<file path="src/rtl/ex_operand_stage.sv">
// Execute-stage operand register: holds one decoded instruction and presents forwarded ALU operands.
// Latency: one cycle from decode to held; operands, forwarding and stall_id are combinational.
// Backpressure: ex_stall freezes the held instruction and raises stall_id; hazards insert a bubble.
// Optional feature macro ALU_FWD_EN: when defined, operands are forwarded from EX/MEM and MEM/WB;
// when undefined, decode is stalled until any pending writer of a source register has retired.
module ex_operand_stage #(
  parameter int DATA_WIDTH     = 32,
  parameter int OPCODE_LENGTH  = 4,
  parameter int REG_ADDR_WIDTH = 5
) (
  input  logic                      clk,
  input  logic                      rst_n,
  input  logic                      id_valid,
  input  logic [DATA_WIDTH-1:0]     id_rs1_data,
  input  logic [DATA_WIDTH-1:0]     id_rs2_data,
  input  logic [DATA_WIDTH-1:0]     id_imm,
  input  logic [REG_ADDR_WIDTH-1:0] id_rs1,
  input  logic [REG_ADDR_WIDTH-1:0] id_rs2,
  input  logic [REG_ADDR_WIDTH-1:0] id_rd,
  input  logic [OPCODE_LENGTH-1:0]  id_alu_op,
  input  logic                      id_alusrc,
  input  logic                      id_mem_read,
  input  logic                      id_reg_write,
  input  logic                      flush,
  input  logic                      ex_stall,
  input  logic [REG_ADDR_WIDTH-1:0] exmem_rd,
  input  logic                      exmem_reg_write,
  input  logic [DATA_WIDTH-1:0]     exmem_result,
  input  logic [REG_ADDR_WIDTH-1:0] memwb_rd,
  input  logic                      memwb_reg_write,
  input  logic [DATA_WIDTH-1:0]     memwb_result,
  output logic [DATA_WIDTH-1:0]     SrcA,
  output logic [DATA_WIDTH-1:0]     SrcB,
  output logic [OPCODE_LENGTH-1:0]  Operation,
  output logic                      ex_valid,
  output logic                      ex_reg_write,
  output logic                      ex_mem_read,
  output logic [REG_ADDR_WIDTH-1:0] ex_rd,
  output logic [DATA_WIDTH-1:0]     ex_store_data,
  output logic                      stall_id
);

  typedef enum logic {
    EMPTY = 1'b0,
    FULL  = 1'b1
  } state_t;

  state_t state_q, state_d;

  // Held instruction fields
  logic [DATA_WIDTH-1:0]     rs1_data_q;
  logic [DATA_WIDTH-1:0]     rs2_data_q;
  logic [DATA_WIDTH-1:0]     imm_q;
  logic [REG_ADDR_WIDTH-1:0] rs1_q;
  logic [REG_ADDR_WIDTH-1:0] rs2_q;
  logic [REG_ADDR_WIDTH-1:0] rd_q;
  logic [OPCODE_LENGTH-1:0]  alu_op_q;
  logic                      alusrc_q;
  logic                      mem_read_q;
  logic                      reg_write_q;

  logic                      full;
  logic                      load_use;
  logic                      raw_hazard;
  logic                      load_en;
  logic [DATA_WIDTH-1:0]     rs1_val;
  logic [DATA_WIDTH-1:0]     rs2_val;

  assign full = (state_q == FULL);

  // A load in this stage cannot supply its data in time for a dependent instruction in decode
  always_comb begin
    load_use = 1'b0;
    if (full && mem_read_q && (rd_q != '0) && id_valid &&
        ((id_rs1 == rd_q) || (id_rs2 == rd_q))) begin
      load_use = 1'b1;
    end
  end

`ifdef ALU_FWD_EN

  // Pick the youngest in-flight writer of a source register; x0 is never a forwarding target
  function automatic logic [DATA_WIDTH-1:0] fwd(
    input logic [REG_ADDR_WIDTH-1:0] rs,
    input logic [DATA_WIDTH-1:0]     held,
    input logic [REG_ADDR_WIDTH-1:0] em_rd,
    input logic                      em_we,
    input logic [DATA_WIDTH-1:0]     em_res,
    input logic [REG_ADDR_WIDTH-1:0] mw_rd,
    input logic                      mw_we,
    input logic [DATA_WIDTH-1:0]     mw_res
  );
    logic [DATA_WIDTH-1:0] v;
    v = held;
    if (rs != '0) begin
      if (em_we && (em_rd == rs)) begin
        v = em_res;
      end else if (mw_we && (mw_rd == rs)) begin
        v = mw_res;
      end
    end
    return v;
  endfunction

  // Forwarding muxes, re-evaluated every cycle including while stalled
  always_comb begin
    rs1_val    = fwd(rs1_q, rs1_data_q, exmem_rd, exmem_reg_write, exmem_result,
                     memwb_rd, memwb_reg_write, memwb_result);
    rs2_val    = fwd(rs2_q, rs2_data_q, exmem_rd, exmem_reg_write, exmem_result,
                     memwb_rd, memwb_reg_write, memwb_result);
    raw_hazard = 1'b0;
  end

`else

  logic rs1_dep;
  logic rs2_dep;
  logic unused_nofwd;

  // Without forwarding, a source register written by any instruction still in flight is a hazard
  always_comb begin
    rs1_dep = 1'b0;
    rs2_dep = 1'b0;
    if (id_rs1 != '0) begin
      rs1_dep = (full && reg_write_q && (rd_q == id_rs1)) ||
                (exmem_reg_write && (exmem_rd == id_rs1)) ||
                (memwb_reg_write && (memwb_rd == id_rs1));
    end
    if (id_rs2 != '0) begin
      rs2_dep = (full && reg_write_q && (rd_q == id_rs2)) ||
                (exmem_reg_write && (exmem_rd == id_rs2)) ||
                (memwb_reg_write && (memwb_rd == id_rs2));
    end
    raw_hazard = id_valid && (rs1_dep || rs2_dep);
    rs1_val    = rs1_data_q;
    rs2_val    = rs2_data_q;
  end

  assign unused_nofwd = ^{exmem_result, memwb_result, rs1_q, rs2_q};

`endif

  // Decode must hold on a downstream stall (unless flushed) or on a data hazard; quiet in reset
  always_comb begin
    stall_id = 1'b0;
    if (rst_n) begin
      stall_id = (ex_stall && !flush) || load_use || raw_hazard;
    end
  end

  assign load_en = !flush && !ex_stall && !stall_id && id_valid;

  // Next-state: flush beats stall, stall beats bubble, bubble beats load
  always_comb begin
    state_d = state_q;
    if (flush) begin
      state_d = EMPTY;
    end else if (ex_stall) begin
      state_d = state_q;
    end else if (stall_id) begin
      state_d = EMPTY;
    end else if (id_valid) begin
      state_d = FULL;
    end else begin
      state_d = EMPTY;
    end
  end

  // State register
  always_ff @(posedge clk or negedge rst_n) begin
    if (!rst_n) begin
      state_q <= EMPTY;
    end else begin
      state_q <= state_d;
    end
  end

  // Capture decode fields only when an instruction actually enters the stage
  always_ff @(posedge clk or negedge rst_n) begin
    if (!rst_n) begin
      rs1_data_q  <= '0;
      rs2_data_q  <= '0;
      imm_q       <= '0;
      rs1_q       <= '0;
      rs2_q       <= '0;
      rd_q        <= '0;
      alu_op_q    <= '0;
      alusrc_q    <= 1'b0;
      mem_read_q  <= 1'b0;
      reg_write_q <= 1'b0;
    end else if (load_en) begin
      rs1_data_q  <= id_rs1_data;
      rs2_data_q  <= id_rs2_data;
      imm_q       <= id_imm;
      rs1_q       <= id_rs1;
      rs2_q       <= id_rs2;
      rd_q        <= id_rd;
      alu_op_q    <= id_alu_op;
      alusrc_q    <= id_alusrc;
      mem_read_q  <= id_mem_read;
      reg_write_q <= id_reg_write;
    end
  end

  // Outputs are zeroed whenever the stage is empty so a bubble looks like a no-op downstream
  always_comb begin
    SrcA          = '0;
    SrcB          = '0;
    Operation     = '0;
    ex_valid      = 1'b0;
    ex_reg_write  = 1'b0;
    ex_mem_read   = 1'b0;
    ex_rd         = '0;
    ex_store_data = '0;
    if (full) begin
      SrcA          = rs1_val;
      SrcB          = alusrc_q ? imm_q : rs2_val;
      Operation     = alu_op_q;
      ex_valid      = 1'b1;
      ex_reg_write  = reg_write_q;
      ex_mem_read   = mem_read_q;
      ex_rd         = rd_q;
      ex_store_data = rs2_val;
    end
  end

endmodule

</file>
<file path="config.mk">
export PLATFORM = sky130hd
export DESIGN_NAME = ex_operand_stage
export DESIGN_NICKNAME = d
export VERILOG_FILES = /design/src/rtl/ex_operand_stage.sv
export SDC_FILE = /design/constraint.sdc
export NUM_CORES = 1
export LEC_CHECK = 0
export BUFFER_PORTS_ARGS = -buffer_cell sky130_fd_sc_hd__buf_2
export CAP_MARGIN = 20
export CORE_AREA = 3 3 118 120
export CTS_BUF_LIST = sky130_fd_sc_hd__clkbuf_4 sky130_fd_sc_hd__clkbuf_8 sky130_fd_sc_hd__clkbuf_16
export DETAILED_ROUTE_END_ITERATION = 16
export DIE_AREA = 0 0 121 123
export PLACE_DENSITY_LB_ADDON = 0.15
export SLEW_MARGIN = 20
export SYNTH_ARGS = -nofsm -noshare
export SYNTH_HDL_FRONTEND = slang
export SYNTH_SLANG_ARGS = --single-unit
</file>
<file path="constraint.sdc">
create_clock -name clk -period 6.6 [get_ports clk]
set_input_delay 1.32 -clock clk [delete_from_list [all_inputs] [get_ports clk]]
set_output_delay 1.32 -clock clk [all_outputs]
set_load 0.1 [all_outputs]
</file>
Yosys cells after proc, flatten, opt, wreduce, memory -nomap -nowiden
Cells that the tools add are included.

storage, ports and cells
  flip-flop bits (word level) = 109
  logic and storage cells = 65
  bits of input ports = 199
  output and inout port bits = 109

cells by class
  multiplexer cells = 17
  equal/unequal tests = 9
  reductions and logical operators = 30

operators with widths
  cell                number
  $mux 32             4
  $eq 5x5->1          8
  $logic_and 1x1->1   16
  $reduce_bool 5->1   3
  $mux 1              11
  $logic_or 1x1->1    8
  $mux 5              1
  $mux 4              1
  $logic_not 1->1     3
  $ne 2x2->1 const B  1

Logic depth before layout (Yosys ltp)
  depth in word-level cells = 12
  depth in mapped cells = 10
  gate-level depth less buffers = 6

Worst setup path after synthesis
OpenSTA, ideal clock, no wires.

  path type = register -> output
  start point = register state_q, in the netlist full
  end point = output stall_id
  path slack = 2.098 ns
  required time = 5.280 ns
  arrival time = 3.182 ns
  stages on the path, launching flop included = 6
  path buffers = 1
  cells stage by stage = dfrtp_1 -> clkbuf_1 -> and2_1 -> o211a_1 -> and2_1 -> o31a_1

on the way
  cells in the longest elaborated chain, start to end = 9
  elaborated cells between the ends (all ways) = 19
  those cells by class = mux: 4; reduce/logical: 15

RTL lines
  element                               line      source
  start, declared                       48        state_t state_q, state_d;
  start signal, assigned                174       state_q <= state_d;
  $logic_and 1x1->1                     125, 130
  $logic_and 1x1->1 (on tied branches)  125, 130
  $logic_or 1x1->1 (on tied branches)   125, 130
  $logic_or 1x1->1 (on tied branches)   126, 131
  $mux 1 (on tied branches)             124, 129
  $logic_or 1x1->1                      134       raw_hazard = id_valid && (rs1_dep || rs2_dep);
  $logic_and 1x1->1                     134
  $logic_or 1x1->1 (*)                  147       stall_id = (ex_stall && !flush) || load_use || raw_hazard;
  $mux 1 (*)                            146       if (rst_n) begin
  end, declared                         40        output logic stall_id

Mark *: on every way between the ends. The rest lies on a longest branch, timed or not.

Final worst setup path
  start point = input id_rs1[1]
  end point = output stall_id

on the way
  cells in the longest elaborated chain, start to end = 9
  elaborated cells between the ends (all ways) = 19
  those cells by class = eq/ne: 4; mux: 3; reduce/logical: 12

RTL lines
  element                               line          source
  start, declared                       17            input logic [REG_ADDR_WIDTH-1:0] id_rs1,
  $eq 5x5->1 (on tied branches)         75, 125, 126
  $logic_and 1x1->1 (on tied branches)  125, 126
  $logic_or 1x1->1                      125           rs1_dep = (full && reg_write_q && (rd_q == id_rs1)) ||
  $logic_or 1x1->1                      126           (exmem_reg_write && (exmem_rd == id_rs1)) ||
  $mux 1                                124           if (id_rs1 != '0) begin
  $logic_or 1x1->1                      134
  $logic_and 1x1->1                     134
  $logic_or 1x1->1 (*)                  147
  $mux 1 (*)                            146

Marked as above.

==> results.toml <==
[status]
outcome = "finished, final reports clean"

[layout]
drive_gt1_share_pct = 54.8
nNetsFinal = 878
final_common_cell = "buf_2"
fillCellCount = 1171
final_cells = 861
mostFrequentLayoutCells = "242 x buf_2, 107 x dfrtp_1, 99 x mux2_2"
area.growth.synth_to_final_pct = 29.9

[floorplanning]
initial_core_util_pct = 42.7
fp-row-count = 42
design.core.area_mm2 = 0.0131
dieArea_mm2 = 0.0149
die_w_um = 121
io_pins = 308
die_y_um = 123

[sta]
slew_headroom_pct = 30.7
hold_ws_ns = 0.499
hold_violations = 0
setup_viol = 0
slew_viol_final = 0
rsz0062_at_grt = "no"
fin_tns_setup_ns = 0
finalCritPeriodShare_pct = 71.3
worst_pin_slew_ns = 1.04
period_minus_slack_ns = 4.70
max_freq_mhz = 213
fin_skew_ns = 0.00913

[logic_synthesis]
post_synth.cell_area_avg_um2 = 12.4
synth_compound_area_share_pct = 1.21
synthMuxAreaShare_pct = 28.1
synth_fa_ha_area_share_pct = 0
synth_area_mm2 = 0.00558
synth_simple_gate_area_share_pct = 14.4
synth.distinct_cells = 29
syn-num-nets = 650
netlist_instances = 451
ys_ff_latch = 109
yosys.area_share.xor_xnor_pct = 4.71
synth_top_family_by_area = "multiplexers"
ys_seq_area_share_pct = 48.9
yosysWarnings = 0

[clocking]
cts_buffers = 9
h-tree-depth = 3
path_clk_slew_ns = 0.07
cts_tree = "built"
ctsResizeCount = 0
cts_num_sinks = 109
cts_root_buf = "clkbuf_16"
insertion_delay_ns = 0.34
clock_path_buffers = 2
post_cts_buffers = 0
hold_buffers = 0

[flow_run]
max-cap-violations = 0

[global_route]
antenna_found_initial = 0
grt_max_degree = 67
grt_usage_pct = 17.8
grt_pass1_vias = 4260
grt_pass1_wl_um = 21000
grt-ovfl-total = 0

[setup_path]
crit_top_cell = "buf_2"
arrival_ns = 3.38
critPathRequiredTime_ns = 5.28
reg2reg_slack_ns = 3.48
crit_slowest_cell = "or4_1"
crit_chain = "buf_2 -> or4_1 -> o211ai_1 -> o22ai_1 -> nor3_2 -> a21oi_1 -> o31a_1 -> buf_2"
critPathMaxFanout = 4
criticalPathCategory = "primary input to output port"
end_kind = "output port"
crit_path_start_kind = "primary input"
cpPeakStageDelay_ns = 0.57

[power]
p_int_mw = 1.46
p_sw_mw = 1.01
comb_power_share_pct = 38.6
seq_power_share_pct = 37.7
ir_drop_v = 0.000235
power_leakage_nw = 3.66
p_sw_share_pct = 40.9
powerDensity_mw_per_mm2 = 340
p_clk_share_pct = 23.7

[route]
wire_per_inst_um = 15.5
vias = 4128
drt_iter0_markers = 147
drc_errors = 0
via_per_inst = 4.79
wl_um = 13400
dr.pass1.iters = 4
ant_nets = 0

[placement]
place_congestion = 0.819
io_buffer_count = 243
dpl.hpwl_um = 9830
place_inst = 844

[hold_path]
hold_class = "flip-flop to flip-flop"
-- cell usage after synthesis, drive strengths merged --
| cell | count | share of area, % |
|---|---|---|
| nor2b | 33 | 3.7 |
| nand3 | 2 | 0.18 |
| o22ai | 2 | 0.22 |
| o211ai | 2 | 0.27 |
| o21ai | 1 | 0.090 |
| nand4 | 4 | 0.45 |
| nand2 | 4 | 0.27 |
| inv | 1 | 0.067 |
| dfrtp | 109 | 49 |
| nor2 | 3 | 0.20 |
| a31oi | 1 | 0.11 |
| clkbuf | 15 | 1.0 |
| a21oi | 2 | 0.18 |
| xnor2 | 26 | 4.1 |
| and2 | 76 | 8.5 |
| xor2 | 4 | 0.63 |
| mux2i | 32 | 5.7 |
| nor3 | 3 | 0.36 |
| or4 | 3 | 0.40 |
| o31a | 1 | 0.16 |
| nor4 | 2 | 0.22 |
| or3 | 1 | 0.11 |
| o211a | 1 | 0.18 |
| buf | 15 | 1.6 |
| mux2 | 108 | 22 |
-- layout make-up --
class,count,area [um2],area share [%]
Sequential cell,109,2730,37.6
Multi-Input combinational cell,311,2720,37.5
Timing Repair Buffer,247,1250,17.2
Clock buffer,11,246,3.40
Tap cell,176,220,3.04
Clock inverter,5,81.3,1.12
Inverter,1,3.75,0.0518
Antenna cell,1,2.50,0.0345
-- power groups by stage --
stage	Combinational, mW	Sequential [mW]	Clock [mW]
3_3_place_gp	0.946	0.932	0
5_1_grt	1.01	0.954	0.627
4_1_cts	0.962	0.932	0.605
3_5_place_dp	0.959	0.945	0
6_report	0.952	0.930	0.584
2_1_floorplan	0.819	0.890	0
-- critical path: cells and delay by family --
kind | cells | cell delay [ns]
buf+inv | 2 | 0.43
simple gates | 2 | 0.87
compound gates | 4 | 0.76
-- sequential cells by signal, summed over array words and instances (netlist names) --
name         flops
rs1_data_q      32
reg_write_q      1
alusrc_q         1
alu_op_q         4
imm_q           32
rd_q             5
rs2_data_q      32
full             1
mem_read_q       1
-- worst paths after layout --
path / cells past startpoint / end / start
max: 8 / stall_id / id_rs1[1]
min: 1 / rs1_data_q[25]$_DFFE_PN0P_ / rs1_data_q[25]$_DFFE_PN0P_
max reg2reg: 6 / imm_q[25]$_DFFE_PN0P_ / full$_DFFE_PN0P_
min reg2reg: 1 / rs1_data_q[25]$_DFFE_PN0P_ / rs1_data_q[25]$_DFFE_PN0P_
max in group asynchronous: 2 / full$_DFFE_PN0P_ / rst_n
min in group asynchronous: 1 / rd_q[3]$_DFFE_PN0P_ / rst_n
-- cell families after synthesis --
family / count (synthesis)
AOI/OAI and AO/OA: 10
xor gates and xnor gates: 30
buffers and inverters: 31
DFF: 109
muxes: 140
and+or+nand+nor: 131
-- metal layers --
metal	part of all wire, %	GRT usage, %	vias to the layer above
li1	-	-	1981
met1	42	21.9	1986
met2	49	29.5	143
met3	7.4	5.03	18
met4	1.9	7.08	0
met5	0	0	-
-- per-stage QoR --
stage / instance area, um2 / total power, mW / setup WS [ns] / utilization, %
after floorplan: 5580 / 1.71 / 2.10 / -
after global placement: 6920 / 1.88 / 1.95 / 52.9
after detailed placement: 6920 / 1.90 / 1.91 / 52.9
after CTS: 7250 / 2.50 / 1.90 / 55.4
after global routing: 7250 / 2.59 / 1.84 / 55.4
final: 7250 / 2.47 / 1.90 / 55.4
Power figures use the tool's default switching activity.
